`config.mk`:
```
export PLATFORM = sky130hd
export DESIGN_NAME = qspi_arb_flat
export DESIGN_NICKNAME = d
export VERILOG_FILES = /design/src/rtl/qspi_arb_pkg.sv /design/src/rtl/qspi_arb_if.sv /design/src/rtl/qspi_arb_rr_pick3.sv /design/src/rtl/qspi_arb.sv /design/src/flat_wrapper.sv
export SDC_FILE = /design/constraint.sdc
export NUM_CORES = 1
export LEC_CHECK = 0
export ABC_AREA = 1
export ABC_CLOCK_PERIOD_IN_PS = 1900
export CORE_ASPECT_RATIO = 1.2
export CORE_MARGIN = 4
export CORE_UTILIZATION = 43
export CTS_CLUSTER_DIAMETER = 60
export DETAILED_ROUTE_END_ITERATION = 8
export PLACE_DENSITY = 0.84
export SLEW_MARGIN = 20
export SYNTH_ARGS = -nofsm -noshare
export SYNTH_HDL_FRONTEND = slang
export SYNTH_SLANG_ARGS = --single-unit
```
`constraint.sdc`:
```
create_clock -name clk -period 1.9 [get_ports clk]
set_input_delay 0.285 -clock clk [delete_from_list [all_inputs] [get_ports clk]]
set_output_delay 0.285 -clock clk [all_outputs]
set_load 0.02 [all_outputs]
```
`src/rtl/qspi_arb_pkg.sv`:
```
// qspi_arb shared definitions: requester indices, FSM states,
// rom_mode encodings and the device-select helper.
package qspi_arb_pkg;

    localparam logic [1:0] REQ_I = 2'd0;
    localparam logic [1:0] REQ_D = 2'd1;
    localparam logic [1:0] REQ_X = 2'd2;

    typedef enum logic [1:0] {
        IDLE    = 2'd0,
        BUSY    = 2'd1,
        RECOVER = 2'd2
    } state_t;

    localparam logic [1:0] RM_SPLIT2 = 2'b00;
    localparam logic [1:0] RM_ZERO   = 2'b01;
    localparam logic [1:0] RM_SPLIT1 = 2'b10;
    localparam logic [1:0] RM_DIR    = 2'b11;

    function automatic logic [1:0] mem_sel(
        input logic [1:0] mode,
        input logic       msb,
        input logic       is_i,
        input logic       wr
    );
        logic [1:0] m;
        m = 2'd0;
        case (mode)
            RM_SPLIT2: m = msb ? 2'd2 : 2'd0;
            RM_ZERO:   m = 2'd0;
            RM_SPLIT1: m = msb ? 2'd1 : 2'd0;
            default:   m = (is_i || !wr) ? 2'd1 : 2'd0;
        endcase
        return m;
    endfunction

    function automatic logic [1:0] oh2idx(input logic [2:0] oh);
        logic [1:0] idx;
        idx = REQ_I;
        if (oh[2])
            idx = REQ_X;
        else if (oh[1])
            idx = REQ_D;
        return idx;
    endfunction

endpackage

```
`src/rtl/qspi_arb_if.sv`:
```
// Requester and qspi-engine bundle of the arbiter.
// slave = arbiter side, master = requesters/engine side.
interface qspi_arb_if #(
    parameter int PA          = 24,
    parameter int LINE_LENGTH = 4
);
    localparam int TAG_W = PA - $clog2(LINE_LENGTH);

    logic             i_req;
    logic [TAG_W-1:0] i_tag;
    logic             i_done;
    logic             d_req;
    logic             d_write;
    logic [TAG_W-1:0] d_tag;
    logic             d_done;
    logic             x_req;
    logic             x_write;
    logic [TAG_W-1:0] x_tag;
    logic             x_done;
    logic [2:0]       gnt;
    logic             m_req;
    logic             m_i_d;
    logic             m_write;
    logic [TAG_W-1:0] m_paddr;
    logic [1:0]       m_mem;
    logic             m_done;
    logic             busy;
    logic             timeout;

    modport slave (
        input  i_req, i_tag, d_req, d_write, d_tag,
        input  x_req, x_write, x_tag, m_done,
        output i_done, d_done, x_done, gnt, m_req, m_i_d,
        output m_write, m_paddr, m_mem, busy, timeout
    );

    modport master (
        output i_req, i_tag, d_req, d_write, d_tag,
        output x_req, x_write, x_tag, m_done,
        input  i_done, d_done, x_done, gnt, m_req, m_i_d,
        input  m_write, m_paddr, m_mem, busy, timeout
    );

endinterface

```
`src/rtl/qspi_arb_rr_pick3.sv`:
```
// Combinational 3-way round-robin picker; searches from the
// requester after last, wrapping 0 -> 1 -> 2 -> 0.
module rr_pick3
    import qspi_arb_pkg::*;
(
    input  logic [2:0] req,
    input  logic [1:0] last,
    output logic [2:0] gnt
);

    // priority rotation keyed on the previous winner
    always_comb begin
        gnt = 3'b000;
        case (last)
            REQ_I: begin
                if (req[REQ_D])      gnt = 3'b010;
                else if (req[REQ_X]) gnt = 3'b100;
                else if (req[REQ_I]) gnt = 3'b001;
            end
            REQ_D: begin
                if (req[REQ_X])      gnt = 3'b100;
                else if (req[REQ_I]) gnt = 3'b001;
                else if (req[REQ_D]) gnt = 3'b010;
            end
            default: begin
                if (req[REQ_I])      gnt = 3'b001;
                else if (req[REQ_D]) gnt = 3'b010;
                else if (req[REQ_X]) gnt = 3'b100;
            end
        endcase
    end

endmodule

```
`src/rtl/qspi_arb.sv`:
```
// Locked, fair arbiter for the shared QSPI line-transfer engine.
// Grant is held until m_done or the watchdog expires.
module qspi_arb #(
    parameter int PA          = 24,
    parameter int LINE_LENGTH = 4,
    parameter int TIMEOUT     = 1023,
    parameter int TW          = 10
) (
    input  logic       clk,
    input  logic       reset,
    input  logic [1:0] rom_mode,
    qspi_arb_if.slave  bus
);
    import qspi_arb_pkg::*;

    localparam int TAG_W = PA - $clog2(LINE_LENGTH);
    localparam logic [TW-1:0] CNT_LAST = TW'(TIMEOUT - 1);

    state_t           state_q, state_d;
    logic [2:0]       gnt_q, gnt_d;
    logic             m_req_q, m_req_d;
    logic             m_i_d_q, m_i_d_d;
    logic             m_write_q, m_write_d;
    logic [TAG_W-1:0] m_paddr_q, m_paddr_d;
    logic [1:0]       m_mem_q, m_mem_d;
    logic [2:0]       done_q, done_d;
    logic             tmo_q, tmo_d;
    logic [TW-1:0]    cnt_q, cnt_d;
    logic [1:0]       last_q, last_d;

    logic [2:0]       req;
    logic [2:0]       pick;
    logic [TAG_W-1:0] sel_tag;
    logic             sel_wr;
    logic             sel_i;

    assign req = {bus.x_req, bus.d_req, bus.i_req};

    rr_pick3 u_pick (
        .req  (req),
        .last (last_q),
        .gnt  (pick)
    );

    // fields of the requester chosen by the picker
    always_comb begin
        sel_tag = '0;
        sel_wr  = 1'b0;
        sel_i   = 1'b0;
        unique case (1'b1)
            pick[REQ_I]: begin
                sel_tag = bus.i_tag;
                sel_i   = 1'b1;
            end
            pick[REQ_D]: begin
                sel_tag = bus.d_tag;
                sel_wr  = bus.d_write;
            end
            pick[REQ_X]: begin
                sel_tag = bus.x_tag;
                sel_wr  = bus.x_write;
            end
            default: ;
        endcase
    end

    // next state and next registered outputs
    always_comb begin
        state_d   = state_q;
        gnt_d     = gnt_q;
        m_req_d   = m_req_q;
        m_i_d_d   = m_i_d_q;
        m_write_d = m_write_q;
        m_paddr_d = m_paddr_q;
        m_mem_d   = m_mem_q;
        done_d    = 3'b000;
        tmo_d     = 1'b0;
        cnt_d     = cnt_q;
        last_d    = last_q;
        case (state_q)
            IDLE: begin
                if (|req) begin
                    gnt_d     = pick;
                    m_req_d   = 1'b1;
                    m_i_d_d   = sel_i;
                    m_write_d = sel_wr;
                    m_paddr_d = sel_tag;
                    m_mem_d   = mem_sel(rom_mode, sel_tag[TAG_W-1],
                                        sel_i, sel_wr);
                    cnt_d     = '0;
                    state_d   = BUSY;
                end
            end
            BUSY: begin
                if (bus.m_done) begin
                    m_req_d = 1'b0;
                    done_d  = gnt_q;
                    last_d  = oh2idx(gnt_q);
                    gnt_d   = 3'b000;
                    state_d = RECOVER;
                end else if (cnt_q == CNT_LAST) begin
                    m_req_d = 1'b0;
                    tmo_d   = 1'b1;
                    last_d  = oh2idx(gnt_q);
                    gnt_d   = 3'b000;
                    state_d = RECOVER;
                end else begin
                    cnt_d = cnt_q + 1'b1;
                end
            end
            RECOVER: state_d = IDLE;
            default: state_d = IDLE;
        endcase
    end

    // state and output registers
    always_ff @(posedge clk or negedge reset) begin
        if (!reset) begin
            state_q   <= IDLE;
            gnt_q     <= 3'b000;
            m_req_q   <= 1'b0;
            m_i_d_q   <= 1'b0;
            m_write_q <= 1'b0;
            m_paddr_q <= '0;
            m_mem_q   <= 2'd0;
            done_q    <= 3'b000;
            tmo_q     <= 1'b0;
            cnt_q     <= '0;
            last_q    <= REQ_X;
        end else begin
            state_q   <= state_d;
            gnt_q     <= gnt_d;
            m_req_q   <= m_req_d;
            m_i_d_q   <= m_i_d_d;
            m_write_q <= m_write_d;
            m_paddr_q <= m_paddr_d;
            m_mem_q   <= m_mem_d;
            done_q    <= done_d;
            tmo_q     <= tmo_d;
            cnt_q     <= cnt_d;
            last_q    <= last_d;
        end
    end

    assign bus.gnt     = gnt_q;
    assign bus.m_req   = m_req_q;
    assign bus.m_i_d   = m_i_d_q;
    assign bus.m_write = m_write_q;
    assign bus.m_paddr = m_paddr_q;
    assign bus.m_mem   = m_mem_q;
    assign bus.i_done  = done_q[REQ_I];
    assign bus.d_done  = done_q[REQ_D];
    assign bus.x_done  = done_q[REQ_X];
    assign bus.timeout = tmo_q;
    assign bus.busy    = (state_q != IDLE);

endmodule

```
`src/flat_wrapper.sv`:
```
// flat-port wrapper written by rule: the top's interface ports become plain ports
module qspi_arb_flat import qspi_arb_pkg::*;
#(
    parameter int PA          = 24,
    parameter int LINE_LENGTH = 4,
    parameter int TIMEOUT     = 1023,
    parameter int TW          = 10
)
  (clk, reset, rom_mode, bus_i_req, bus_i_tag, bus_d_req, bus_d_write, bus_d_tag, bus_x_req, bus_x_write, bus_x_tag, bus_m_done, bus_i_done, bus_d_done, bus_x_done, bus_gnt, bus_m_req, bus_m_i_d, bus_m_write, bus_m_paddr, bus_m_mem, bus_busy, bus_timeout);
  qspi_arb_if #(.PA(PA), .LINE_LENGTH(LINE_LENGTH)) bus_i ();
  input  logic clk;
  input  logic reset;
  input  logic [1:0] rom_mode;
  input wire logic [$bits(bus_i.i_req)-1:0] bus_i_req;
  input wire logic [$bits(bus_i.i_tag)-1:0] bus_i_tag;
  input wire logic [$bits(bus_i.d_req)-1:0] bus_d_req;
  input wire logic [$bits(bus_i.d_write)-1:0] bus_d_write;
  input wire logic [$bits(bus_i.d_tag)-1:0] bus_d_tag;
  input wire logic [$bits(bus_i.x_req)-1:0] bus_x_req;
  input wire logic [$bits(bus_i.x_write)-1:0] bus_x_write;
  input wire logic [$bits(bus_i.x_tag)-1:0] bus_x_tag;
  input wire logic [$bits(bus_i.m_done)-1:0] bus_m_done;
  output wire logic [$bits(bus_i.i_done)-1:0] bus_i_done;
  output wire logic [$bits(bus_i.d_done)-1:0] bus_d_done;
  output wire logic [$bits(bus_i.x_done)-1:0] bus_x_done;
  output wire logic [$bits(bus_i.gnt)-1:0] bus_gnt;
  output wire logic [$bits(bus_i.m_req)-1:0] bus_m_req;
  output wire logic [$bits(bus_i.m_i_d)-1:0] bus_m_i_d;
  output wire logic [$bits(bus_i.m_write)-1:0] bus_m_write;
  output wire logic [$bits(bus_i.m_paddr)-1:0] bus_m_paddr;
  output wire logic [$bits(bus_i.m_mem)-1:0] bus_m_mem;
  output wire logic [$bits(bus_i.busy)-1:0] bus_busy;
  output wire logic [$bits(bus_i.timeout)-1:0] bus_timeout;
  assign bus_i.i_req = bus_i_req;
  assign bus_i.i_tag = bus_i_tag;
  assign bus_i.d_req = bus_d_req;
  assign bus_i.d_write = bus_d_write;
  assign bus_i.d_tag = bus_d_tag;
  assign bus_i.x_req = bus_x_req;
  assign bus_i.x_write = bus_x_write;
  assign bus_i.x_tag = bus_x_tag;
  assign bus_i.m_done = bus_m_done;
  assign bus_i_done = bus_i.i_done;
  assign bus_d_done = bus_i.d_done;
  assign bus_x_done = bus_i.x_done;
  assign bus_gnt = bus_i.gnt;
  assign bus_m_req = bus_i.m_req;
  assign bus_m_i_d = bus_i.m_i_d;
  assign bus_m_write = bus_i.m_write;
  assign bus_m_paddr = bus_i.m_paddr;
  assign bus_m_mem = bus_i.m_mem;
  assign bus_busy = bus_i.busy;
  assign bus_timeout = bus_i.timeout;
  qspi_arb #(.PA(PA), .LINE_LENGTH(LINE_LENGTH), .TIMEOUT(TIMEOUT), .TW(TW)) u_core (.clk(clk), .reset(reset), .rom_mode(rom_mode), .bus(bus_i));
endmodule
```
==> reports/metrics.cfg <==
[run_status]
status = finished, final reports clean

[yosys]
ys.flop_type = dfrtp_1
ys_warn_count = 0
yosysTopAreaCellShare = 0.4539
async_reset_ff_frac = 1.000
yosysMostFrequentCell = nand2_1
ys_top_cells_by_count = 181 x nand2_1, 47 x dfrtp_1, 32 x nand3_1
synth_edf_count = 0
ys_seq_area_frac = 0.4640
synth_fp_nets = 433
synth_seq_cells = 48
synth_cells = 355
synth_top_cell_by_area = dfrtp_1
syn_area_um2 = 2591
avgSynthCellArea_um2 = 7.299
netlist_top_cells_area = dfrtp_1 45%, nand2_1 26%, nand3_1 6.2%, nor2_1 3.2%, inv_1 2.3%
synth.distinct_cells = 33

[hold_path]
hold_path_class = in2async

[pwr]
power.switching_mw = 2.148
power_density_nw_per_um2 = 1354
p_leak_nw = 1.849
vdd_drop_max_mv = 0.8606
p_clk_frac = 0.193
swShare = 0.4041
p_int_mw = 3.167
p_comb_frac = 0.500
seqPwrFrac = 0.307

[setup_path]
cp.arrival_ns = 1.49
required_ns = 1.62
critPathLaunchType = flip-flop
worstPathMaxFanout = 2
worstReg2RegStart = u_core.cnt_q[0]
critical-path-slowest-cell = clkdlybuf4s50_1
timing.rr.end = u_core.cnt_q[9]
slowest_delay_ns = 0.53
worst_setup_path_end_kind = primary output
cp_num_buf_inv = 2
worstPathCellList = nor2_1 > inv_1 > clkdlybuf4s50_1
path_delay_family = buffers and inverters
worst-setup-path-type = reg2out
rrSetupSlack_ns = 0.22
reg2reg_depth = 10

[floorplanning]
die_w_um = 78.87
fp.coreArea_um2 = 5743
rows = 30
start_util = 0.4512
die_h_um = 93.04
pin_count = 111
die-area_um2 = 7337

[grt]
antenna_found_initial = 0
grt-ovfl-total = 0
first_global_vias = 2646
grt_max_degree = 49
grt_pass1_wl_mm = 12.23
grt_use_total = 0.2117

[drt]
routed_via_density = 4.883
first_pass_iters = 4
route.detailed.drc = 0
wirelength_mm = 7.421
vias = 2661
drtAntennaViolNets = 0
drt_iter0_drc = 142
wl_per_cell_um = 13.62

[place]
dp_hpwl_mm = 5.677
place_inst = 537
numPortBuffers = 110
place_area_um2 = 3766
gp_congestion = 0.8541

[final_layout]
seqCellArea_um2 = 1202
multi_input_area_um2 = 1199
syn2layout_area_growth_pct = 51.47
fin_area_um2 = 3925
final.fill_count = 456
final_layout_size_suffix_gt1_frac = 0.06667
n_antenna_cell = 0
stdcell_count = 545
nNetsFinal = 542

[cts]
clkSlewWorstSetupHoldPaths_ns = 0.10
numCtsBuffers = 5
postCtsHoldBufs = 0
insertion_delay_ns = 0.31
cts.sinks = 48
cts_root_buffer = clkbuf_8
ctsResizeCount = 0
clock_path_buffers = 2
h-tree-depth = 2
cts_setup_buffers = 0
cts_tree = built

[timing]
max_freq_mhz = 564.7
period_minus_slack_ns = 1.771
relSlewSlack = 0.6032
hold_viol_final = 0
setup_tns_ns = 0
setup_viol_count_final = 0
skew_ns = 0.01213
rsz0062_at_grt = false
worst_pin_slew_ns = 0.5952
slew_viol_final = 0
min_period_over_period = 0.9321

[job]
maxCapViolCount = 0

[worst max path at each step]
stage	start	endpoint	depth (start not counted)
2_1_floorplan	u_core.cnt_q[0]	u_core.cnt_q[4]	10
3_3_place_gp	bus_i_req	u_core.bus.m_paddr[5]	9
3_5_place_dp	bus_d_req	u_core.cnt_q[8]	8
4_1_cts	u_core.state_q[0]	bus_busy	3
5_1_grt	u_core.cnt_q[0]	u_core.cnt_q[8]	10
6_report	u_core.state_q[0]	bus_busy	3
[power by group through the flow]
| stage | clock network, mW | logic, mW | registers [mW] |
|---|---|---|---|
| after floorplan | 0 | 1.21 | 1.97 |
| after global placement | 0 | 2.61 | 1.63 |
| after detailed placement | 0 | 2.67 | 1.64 |
| after CTS | 1.02 | 2.69 | 1.63 |
| after global routing | 1.06 | 2.92 | 1.68 |
| final | 1.03 | 2.66 | 1.63 |
[final cells by class]
class | count | area share
multi-input cells | 273 | 0.3054
well taps | 80 | 0.02550
clock inverters | 3 | 0.02295
flip-flops and latches | 48 | 0.3063
inverters | 21 | 0.02391
clock buffers | 5 | 0.01753
repair buffers | 115 | 0.2984
[metrics by stage]
stage	hold slack (ns)	util	worst slack, ns	total power [mW]
after floorplan	-0.01059	-	0.4901	3.180
after global placement	0.4089	0.6558	0.1265	4.245
after detailed placement	0.4219	0.6558	0.08011	4.303
after CTS	0.07963	0.6834	0.1232	5.342
after global routing	0.1193	0.6834	0.05085	5.655
final	0.05544	0.6834	0.1290	5.315
[flip-flops by register name (all words and copies together) (netlist names)]
register and cells:
u_core.bus.gnt 3, u_core.bus.m_i_d 1, u_core.bus.m_mem 2, u_core.bus.m_paddr 22, u_core.bus.m_req 1, u_core.bus.m_write 1, u_core.bus.timeout 1, u_core.cnt_q 10
u_core.done_q 3, u_core.last_q 2, u_core.state_q 2
[logic make-up after synthesis]
| family | share of synthesized area |
|---|---|
| flip-flops | 0.4640 |
| XOR/XNOR | 0.01690 |
| adder cells (fa/ha/maj) | 0.009656 |
| buffers and inverters | 0.07340 |
| AO/OA/AOI/OAI | 0.03960 |
| AND/OR/NAND/NOR | 0.3964 |
[routing by layer]
| metal | global-route usage | up-vias | share of wire |
|---|---|---|---|
| met4 | 0.07307 | 0 | 0.017 |
| met1 | 0.2365 | 1214 | 0.38 |
| li1 | - | 1312 | - |
| met2 | 0.3732 | 123 | 0.51 |
| met5 | 0 | - | 0 |
| met3 | 0.07322 | 12 | 0.094 |
[cells in the final DEF, fill, tap and decap left out, types with 2 or more instances in the layout]
| master | netlist | layout |
|---|---|---|
| o21ai_1 | 3 | 3 |
| clkbuf_8 | 0 | 5 |
| o21ai_0 | 7 | 7 |
| inv_2 | 3 | 3 |
| buf_4 | 4 | 2 |
| ha_1 | 2 | 2 |
| nor2_1 | 22 | 22 |
| o21ai_2 | 3 | 3 |
| buf_12 | 1 | 3 |
| dfrtp_1 | 47 | 47 |
| clkdlybuf4s50_1 | 0 | 109 |
| nand4_1 | 2 | 2 |
| xor2_1 | 4 | 4 |
| nand3_1 | 32 | 32 |
| inv_1 | 16 | 16 |
| nor3_1 | 2 | 2 |
| nand2_1 | 181 | 181 |
| bufinv_16 | 0 | 3 |
| nand2_2 | 3 | 3 |
(Power assumes the default switching activity.)
